**config.mk**
```make
export PLATFORM = sky130hd
export DESIGN_NAME = hub75_bcm_scan_driver
export DESIGN_NICKNAME = d
export VERILOG_FILES = /design/src/rtl/hub75_bcm_scan_driver.sv
export SDC_FILE = /design/constraint.sdc
export NUM_CORES = 1
export LEC_CHECK = 0
export ABC_CLOCK_PERIOD_IN_PS = 3000
export CAP_MARGIN = 20
export CORE_ASPECT_RATIO = 2
export CORE_MARGIN = 2
export CORE_UTILIZATION = 47
export DETAILED_ROUTE_END_ITERATION = 16
export PLACE_DENSITY = 0.84
export SETUP_SLACK_MARGIN = 0.02
export SLEW_MARGIN = 10
export SYNTH_ARGS = -nofsm -noshare
export SYNTH_HDL_FRONTEND = slang
export SYNTH_SLANG_ARGS = --single-unit
```
**constraint.sdc**
```tcl
create_clock -name clk_in -period 3 [get_ports clk_in]
set_input_delay 0.3 -clock clk_in [delete_from_list [all_inputs] [get_ports clk_in]]
set_output_delay 0.3 -clock clk_in [all_outputs]
set_load 0.005 [all_outputs]
```
**src/rtl/hub75_bcm_scan_driver.sv**
```systemverilog
// HUB75 panel driver: shifts frame-buffer bitplanes per row and shows them with binary-coded modulation.
// Optional HUB75_DEADTIME_EN inserts DEADTIME blank cycles between LATCH and SHOW.
module hub75_bcm_scan_driver #(
    parameter int unsigned NUM_COLS    = 64,
    parameter int unsigned SCAN_RATE   = 32,
    parameter int unsigned COLOR_DEPTH = 3,
    parameter int unsigned NUM_CHAINS  = 1,
    parameter int unsigned BASE_CYCLES = 8,
    parameter int unsigned DEADTIME    = 4,
    localparam int unsigned ROW_W = (SCAN_RATE > 1) ? $clog2(SCAN_RATE) : 1,
    localparam int unsigned COL_W = (NUM_COLS > 1) ? $clog2(NUM_COLS) : 1,
    localparam int unsigned RGB_W = NUM_CHAINS * 6,
    localparam int unsigned PIX_W = RGB_W * COLOR_DEPTH
) (
    input  logic             clk_in,
    input  logic             rst_in,
    input  logic             en,
    output logic [ROW_W-1:0] pix_row,
    output logic [COL_W-1:0] pix_col,
    input  logic [PIX_W-1:0] pix_data,
    output logic             frame_start,
    output logic             frame_done,
    output logic [ROW_W-1:0] hub75_addr,
    output logic [RGB_W-1:0] hub75_rgb,
    output logic             hub75_clk,
    output logic             hub75_latch,
    output logic             hub75_oe_n
);

    localparam int unsigned BIT_W     = (COLOR_DEPTH > 1) ? $clog2(COLOR_DEPTH) : 1;
    localparam int unsigned SHIFT_LEN = 2 * NUM_COLS + 2;
    localparam int unsigned SHOW_MAX  = BASE_CYCLES << (COLOR_DEPTH - 1);
    localparam int unsigned DEAD_LEN  = (DEADTIME > 0) ? DEADTIME : 1;
    localparam int unsigned CNT_MAX0  = (SHIFT_LEN > SHOW_MAX) ? SHIFT_LEN : SHOW_MAX;
    localparam int unsigned CNT_MAX   = (CNT_MAX0 > DEAD_LEN) ? CNT_MAX0 : DEAD_LEN;
    localparam int unsigned CNT_W     = $clog2(CNT_MAX + 1);

    typedef enum logic [2:0] {
        ST_IDLE,
        ST_SHIFT,
        ST_LATCH,
        ST_DEAD,
        ST_SHOW
    } state_e;

    state_e           state_q, state_d;
    logic [CNT_W-1:0] cnt_q, cnt_d;
    logic [ROW_W-1:0] row_q, row_d;
    logic [BIT_W-1:0] bit_q, bit_d;
    logic [ROW_W-1:0] pix_row_q, pix_row_d;
    logic [COL_W-1:0] pix_col_q, pix_col_d;
    logic [ROW_W-1:0] addr_q, addr_d;
    logic [RGB_W-1:0] rgb_q, rgb_d;
    logic             clk_q, clk_d;
    logic             latch_q, latch_d;
    logic             oe_n_q, oe_n_d;
    logic             frame_start_q, frame_start_d;
    logic             frame_done_q, frame_done_d;

    logic [CNT_W-1:0] show_last;
    logic             pix_rd;
    logic             pix_cap;

    // Current bitplane bit of every chain/half/colour in the returned pixel word
    logic [COLOR_DEPTH-1:0] plane_bits [RGB_W];
    logic [RGB_W-1:0]       rgb_sel;

    for (genvar j = 0; j < RGB_W; j++) begin : g_sel
        assign plane_bits[j] = pix_data[j*COLOR_DEPTH +: COLOR_DEPTH];
        assign rgb_sel[j]    = plane_bits[j][bit_q];
    end

    assign show_last = (CNT_W'(BASE_CYCLES) << bit_q) - CNT_W'(1);

    // Scan sequencing and registered pin values
    always_comb begin
        state_d      = state_q;
        cnt_d        = cnt_q;
        row_d        = row_q;
        bit_d        = bit_q;
        frame_done_d = 1'b0;

        case (state_q)
            ST_IDLE: begin
                if (en) begin
                    state_d = ST_SHIFT;
                    cnt_d   = '0;
                    row_d   = '0;
                    bit_d   = '0;
                end
            end
            ST_SHIFT: begin
                if (cnt_q == CNT_W'(SHIFT_LEN - 1)) begin
                    state_d = ST_LATCH;
                    cnt_d   = '0;
                end else begin
                    cnt_d = cnt_q + CNT_W'(1);
                end
            end
            ST_LATCH: begin
                cnt_d = '0;
`ifdef HUB75_DEADTIME_EN
                state_d = ST_DEAD;
`else
                state_d = ST_SHOW;
`endif
            end
            ST_DEAD: begin
                if (cnt_q == CNT_W'(DEAD_LEN - 1)) begin
                    state_d = ST_SHOW;
                    cnt_d   = '0;
                end else begin
                    cnt_d = cnt_q + CNT_W'(1);
                end
            end
            ST_SHOW: begin
                if (cnt_q == show_last) begin
                    cnt_d = '0;
                    if (bit_q == BIT_W'(COLOR_DEPTH - 1)) begin
                        bit_d = '0;
                        if (row_q == ROW_W'(SCAN_RATE - 1)) begin
                            row_d        = '0;
                            frame_done_d = 1'b1;
                        end else begin
                            row_d = row_q + ROW_W'(1);
                        end
                    end else begin
                        bit_d = bit_q + BIT_W'(1);
                    end
                    if (en) begin
                        state_d = ST_SHIFT;
                    end else begin
                        state_d = ST_IDLE;
                        row_d   = '0;
                        bit_d   = '0;
                    end
                end else begin
                    cnt_d = cnt_q + CNT_W'(1);
                end
            end
            default: state_d = ST_IDLE;
        endcase

        // Even SHIFT cycles issue reads; odd ones see the returned word
        pix_rd  = (state_d == ST_SHIFT) && !cnt_d[0] && (cnt_d < CNT_W'(2 * NUM_COLS));
        pix_cap = (state_q == ST_SHIFT) && cnt_q[0] && (cnt_q < CNT_W'(2 * NUM_COLS));

        pix_col_d     = pix_rd ? COL_W'(cnt_d >> 1) : pix_col_q;
        pix_row_d     = pix_rd ? row_d : pix_row_q;
        rgb_d         = pix_cap ? rgb_sel : rgb_q;
        clk_d         = (state_d == ST_SHIFT) && cnt_d[0] && (cnt_d >= CNT_W'(3));
        latch_d       = (state_d == ST_LATCH);
        oe_n_d        = (state_d != ST_SHOW);
        addr_d        = ((state_d == ST_LATCH) && (bit_d == '0)) ? row_d : addr_q;
        frame_start_d = (state_d == ST_SHIFT) && (cnt_d == '0) && (row_d == '0) && (bit_d == '0);
    end

    always_ff @(posedge clk_in) begin
        if (!rst_in) begin
            state_q       <= ST_IDLE;
            cnt_q         <= '0;
            row_q         <= '0;
            bit_q         <= '0;
            pix_row_q     <= '0;
            pix_col_q     <= '0;
            addr_q        <= '0;
            rgb_q         <= '0;
            clk_q         <= 1'b0;
            latch_q       <= 1'b0;
            oe_n_q        <= 1'b1;
            frame_start_q <= 1'b0;
            frame_done_q  <= 1'b0;
        end else begin
            state_q       <= state_d;
            cnt_q         <= cnt_d;
            row_q         <= row_d;
            bit_q         <= bit_d;
            pix_row_q     <= pix_row_d;
            pix_col_q     <= pix_col_d;
            addr_q        <= addr_d;
            rgb_q         <= rgb_d;
            clk_q         <= clk_d;
            latch_q       <= latch_d;
            oe_n_q        <= oe_n_d;
            frame_start_q <= frame_start_d;
            frame_done_q  <= frame_done_d;
        end
    end

    assign pix_row     = pix_row_q;
    assign pix_col     = pix_col_q;
    assign hub75_addr  = addr_q;
    assign hub75_rgb   = rgb_q;
    assign hub75_clk   = clk_q;
    assign hub75_latch = latch_q;
    assign hub75_oe_n  = oe_n_q;
    assign frame_start = frame_start_q;
    assign frame_done  = frame_done_q;

endmodule

```
---- Word level (Yosys, flattened, before mapping) ----
Cells that the tools add are included.
word-level totals
  flip-flop bits (word level) ............. 45
  bits of input ports ..................... 21
  output and inout port bits .............. 27
  logic and storage cells ................. 85
operators by class
  $add $sub $neg .......................... 4
  order comparisons ....................... 4
  eq/ne operators ......................... 12
  shift-type cells ........................ 1
  muxes and demuxes ....................... 35
  reductions and logical operators ........ 16
operator list
  operator             count
  $pmux 8 s5           1
  $mux 8               4
  $mux 5               5
  $lt 8x8->1 const B   2
  $pmux 3 s5           1
  $bmux 1 s2           6
  $mux 3               4
  $logic_and 1x1->1    10
  $pmux 5 s2           1
  $eq 3x2->1 const B   3
  $add 8x1->8 const B  1
  $eq 8x2->1 const B   1
  $eq 8x8->1           1
  $eq 8x8->1 const B   1
  $ge 8x2->1 const B   1
  $logic_not 8->1      1
  $mux 1               8
  $mux 2               4
  $shl 4x2->8 const A  1
  $sub 8x1->8 const B  1
  $eq 3x1->1 const B   2
  $add 5x1->5 const B  1
  $eq 5x5->1 const B   1
  $logic_not 5->1      1
  other kinds (10)     10

---- Longest topological paths before layout ----
Gate-level depths: netlist of run 1.
  depth in word-level cells ............... 9
  gate-level depth with buffers ........... 12
  mapped depth without buffers ............ 10

---- Least setup slack after synthesis of run 1 ----
OpenSTA, ideal clock, no wires.
  path kind ............................... flip-flop to flip-flop
  start ................................... register bit_q[0]
  end ..................................... register frame_start_q (netlist: frame_start)
  library setup time ...................... 61 ps
  arrival time ............................ 2873 ps
  required time ........................... 2939 ps
  path slack .............................. 65 ps
  cell stages (with the launch flop) ...... 11
  buffers on the path ..................... 1
  period minus slack after synthesis ...... 2935 ps
  cells stage by stage .................... dfxtp_1 -> buf_1 -> nand2_1 -> ha_1 -> xnor2_1 -> nor3_1 -> a31oi_4 -> or2_1 -> a221o_1 -> nor4_2 -> and4b_1
between the ends
  longest elaborated chain between the ends .. 9
  elaborated cells between the ends (all ways) .. 25
  classes of those cells .................. 2 x add/sub; 3 x eq/ne; 1 x shift; 13 x mux; 6 x reduce/logical
ends and longest elaborated chain
  item                                           line  RTL
  from (decl)                                    49    logic [BIT_W-1:0] bit_q, bit_d;
  from (signal assigned)                         177   bit_q <= bit_d;
  $shl 4x2->8                                    73    assign show_last = (CNT_W'(BASE_CYCLES) << bit_q) - CNT_W'(1);
  $sub 8x1->8                                    73
  $eq 8x8->1                                     117   if (cnt_q == show_last) begin
  $mux 8 or $mux 3 (tied branches)               117
  $pmux 8 s5 or $pmux 3 s5 (tied branches)       83    case (state_q)
  $logic_not 8->1 or $eq 3x1->1 (tied branches)  155   frame_start_d = (state_d == ST_SHIFT) && (cnt_d == '0) && (row_d == '0) && (bit_d == '0);
  $logic_and 1x1->1 (2 in series)                155
  $logic_and 1x1->1 (*)                          155
  to (signal assigned)                           185   frame_start_q <= frame_start_d;
  to (decl)                                      57    logic frame_start_q, frame_start_d;
Every way passes the cells marked *; elsewhere a longest branch is shown, timed or not.
A chain may end at the register's enable or synchronous reset.

---- Worst setup path after layout of run 1 ----
  start ................................... register bit_q[1]
  end ..................................... register pix_row_q[1] (netlist: pix_row[1])
between the ends
  longest elaborated chain between the ends .. 8
  elaborated cells between the ends (all ways) .. 17
  classes of those cells .................. 1 x add/sub; 1 x order compare; 3 x eq/ne; 1 x shift; 8 x mux; 3 x reduce/logical
ends and longest elaborated chain
  item                                                 line  RTL
  branches (longest 8 deep; another with $sub 8x1->8)  n/a
  to (signal assigned)                                 178   pix_row_q <= pix_row_d;
  to (decl)                                            50    logic [ROW_W-1:0] pix_row_q, pix_row_d;
Several ways; the timed one is not identified.

==> qor_table.md, run 1 <==
| Quantity | This run |
|---|---|
| Result of the run | finished, final reports clean |
| Overall Global Routing Usage | 0.225 |
| Power per standard cell area | 385 nW/µm² |
| Met2 routed wirelength | 3.36 mm |
| Cell leakage power | 0.00138 µW |
| Total stage count of the critical path | 11 |
| Unrepaired setup endpoints after global routing | false |
| Final cell area excluding filler cells | 3210 µm² |
| Clock Pin Slew Worst Setup and Hold Paths | 0.09 ns |
| Data arrival time at the worst-slack endpoint | 3.04 ns |
| Filler cell count | 444 |
| CTS tree | done |
| Post-synthesis async set-or-reset flop share | 0 |
| Cell-by-cell listing of the critical path | or2_2 > ha_1 > xnor2_1 > nor3_1 > buf_4 > a31oi_4 > o32a_1 > nor2_2 > o21ai_4 > buf_4 > mux2i_1 |
| Worst path slowest cell | sky130_fd_sc_hd__dfxtp_1 |
| Layout area overhead | 25.1% |
| Min-Delay Path Class | reg2reg |
| Number of placement rows | 38 |
| Clock latency of the later-clocked register in the worst-skew pair | 0.31 ns |
| Total clock buffers created by CTS | 5 |
| Synth area leader | sky130_fd_sc_hd__dfxtp_1 |
| Net switching component of the power | 301 µW |
| H-Tree Depth | 2 |
| Violation count after the first detailed-routing iteration | 154 |
| R2R cell count | 11 |
| Post-layout instance count excluding filler cells | 405 |
| Count of mapped cells out of synthesis | 297 |
| Number of cells after detailed placement | 397 |
| Startpoint-to-endpoint class of the critical path | reg2reg |
| GRT overflow | 0 |
| Total nets after synthesis | 323 |
| Routed WL per cell | 16.6 µm |
| Global-route wire length before repair | 11.0 mm |
| Share of the synthesized area in the top cell type | 0.351 |
| Final hold slack | 0.463 ns |
| Worst supply voltage drop on vdd | 0.317 mV |
| Worst slew slack as a fraction of its limit | 0.488 |
| Starting utilization of the core area | 0.482 |
| Req. time, crit path | 3.24 ns |
| Worst path most repeated cell | sky130_fd_sc_hd__buf_4 |
| Combinational Power Share | 0.125 |
| Slew at the pin closest to its max-slew limit | 0.766 ns |
| Average footprint of a synthesized cell | 8.64 µm² |
| Sw frac | 0.243 |
| Setup crit end kind | register |
| Antenna diode count | 0 |
| Number of enable flip-flop cells after synthesis | 0 |
| Clk sink count | 45 |
| Synth Flop Type | sky130_fd_sc_hd__dfxtp_1 |
| Number of antenna violations at the first check in global routing | 0 |
| Critical path's largest stage delay | 0.37 ns |
| Top-level port count | 48 |
| Area of all sequential standard cells | 901 µm² |
| Gpl congestion | 0.977 |
| Sequential area share after synthesis | 0.351 |
| Setup skew after layout | 0.00641 ns |
| Largest net degree at the start of global routing | 22 |
| Uppermost layer routed | met4 |
| Met3 layer wire length in the routed design | 445 µm |
| Highest attainable clock frequency | 357 MHz |
| Cell depth of the worst min-delay path | 2 |
| Final max-slew violation count | 0 |
| Post-detailed-route DRC marker count | 0 |
| Final layout net count | 370 |
| Placement-stage worst setup slack | 0.202 ns |
| Kind of cell adding the most delay to the critical path | compound AO/OA/AOI/OAI gates |
| Share of layout cells above drive strength 1 | 0.116 |
| Cell chosen for the clock root | sky130_fd_sc_hd__clkbuf_8 |
| Synth cell types | 65 |
| WP buf/inv | 2 |
| Antenna violation net count after detailed routing | 0 |
| Final wirelength | 6.70 mm |
| Post-synth top cells | sky130_fd_sc_hd__nand2_1, sky130_fd_sc_hd__dfxtp_1, sky130_fd_sc_hd__mux2i_1 |
| Post-DP HPWL | 4.79 mm |
| Post-synthesis cell area | 2570 µm² |
| Floorplan die width | 56.3 µm |
| Time the worst path needs with I/O delays and setup | 2.80 ns |
| Number of vias after detailed routing | 2390 |
| Share of total power in the clock network | 0.376 |
| Area occupied by multi-input gates | 1520 µm² |
| Max Cap Violations | 0 |
| Port Buffer Count | 47 |
| Area of the core region | 5330 µm² |
| Total iterations of the first detailed-routing run | 6 |
| Setup total negative slack | 0 ns |
| Number of hold-slack violations in the final timing report | 0 |
| Int Power | 936 µW |
| M1 wire length | 2.69 mm |
| Register bit count reported by yosys | 45 |
| Placed standard-cell area | 3080 µm² |
| Slack of the critical path | 0.201 ns |
| Type of origin of the critical path | register |
| Via density | 5.90 |
| Proportion of power drawn by flip-flops and latches | 0.499 |
| Max Root-Sink Buffers | 2 |
| Most area-consuming cells after synthesis | sky130_fd_sc_hd__dfxtp_1, sky130_fd_sc_hd__mux2i_1, sky130_fd_sc_hd__nand2_1 |
| Chip Height | 109 µm |
| Most used standard cell by instance count after synthesis | sky130_fd_sc_hd__nand2_1 |
| Die ar. | 6100 µm² |
| Largest fanout on the critical path | 10 |
| Number of global-route vias before repair | 2348 |
| Yosys warnings | 0 |
| Final number of setup-violating endpoints | 0 |
| Final worst-path cycle share | 0.933 |
[layout by cell type, fill, tap and decap left out, drive strengths merged, types with 7 or more instances in the layout]
| cell type | n |
|---|---|
| o21ai | 14 |
| buf | 9 |
| nand3 | 10 |
| inv | 17 |
| nor2b | 11 |
| nand2 | 47 |
| o211a | 7 |
| a21oi | 9 |
| clkdlybuf4s50 | 47 |
| mux2i | 23 |
| nor2 | 14 |
| dfxtp | 45 |
| o211ai | 9 |
[worst paths after layout]
check / from / end / slack (ns)
worst max-delay path: bit_q[1] / pix_row[1] / 0.20
worst min-delay path: pix_col[1] / pix_col[1] / 0.46
worst max register to register: bit_q[1] / pix_row[1] / 0.20
worst min register to register: pix_col[1] / pix_col[1] / 0.46
[cell type report]
cell class                 instances  area share
tap                               60      0.0234
clock inverter                     2      0.0121
multi-input combinational        219       0.474
sequential                        45       0.281
clock buffer                       6      0.0226
timing repair buffer              56       0.168
inverter                          17      0.0199
[through the flow]
step | power, µW | util
floorplan | 713 | -
global placement | 774 | 0.579
detailed placement | 778 | 0.579
CTS | 1240 | 0.600
global route | 1270 | 0.603
finish | 1240 | 0.603
[power groups by stage]
stage / Clock (µW) / Sequential, µW / Combinational, µW
CTS: 471 / 615 / 149
detailed placement: 0 / 629 / 148
floorplan: 0 / 628 / 85.7
finish: 465 / 616 / 155
global placement: 0 / 629 / 145
global route: 487 / 618 / 168
[metal layers]
layer	vias to the layer above	global-route usage
met5	-	0
met1	1083	0.270
met4	0	0.107
met3	25	0.0419
met2	126	0.383
li1	1156	-
[worst min-delay path, stage by stage (launching register included)]
cell and delay (ns):
sky130_fd_sc_hd__dfxtp_1 0.32, sky130_fd_sc_hd__nand2_1 0.05, sky130_fd_sc_hd__mux2i_1 0.05
[kinds of logic (layout without fill, tap and decap cells)]
logic type	count (synthesis)	count (layout)	synth area share
simple gates	120	120	0.246
flops	45	45	0.351
buf+inv	33	81	0.0648
compound gates	63	63	0.191
xor+xnor	5	5	0.0200
fa+ha+maj	5	5	0.0244
mux	26	26	0.103
[sequential cells by signal, indices dropped and copies added, names as in the netlist, 2 cells and up]
signal,cells
row_q,5
pix_col,6
hub75_rgb,6
state_q,3
hub75_addr,5
bit_q,2
cnt_q,8
pix_row,5
[repair_timing]
item	CTS	global route
hold buffers	0	0
endpoints found under the setup margin	0	9
gates resized for setup	0	2
setup buffers	0	0
Note: power is estimated with default switching activity, not from simulation.
==> run 2: changes to the inputs <==
ABC_CLOCK_PERIOD_IN_PS = default   (was 3000)
SLEW_MARGIN = 20   (was 10)
==> results of run 2 <==
No change in the layout: final DEF, timing and power equal those of run 1.
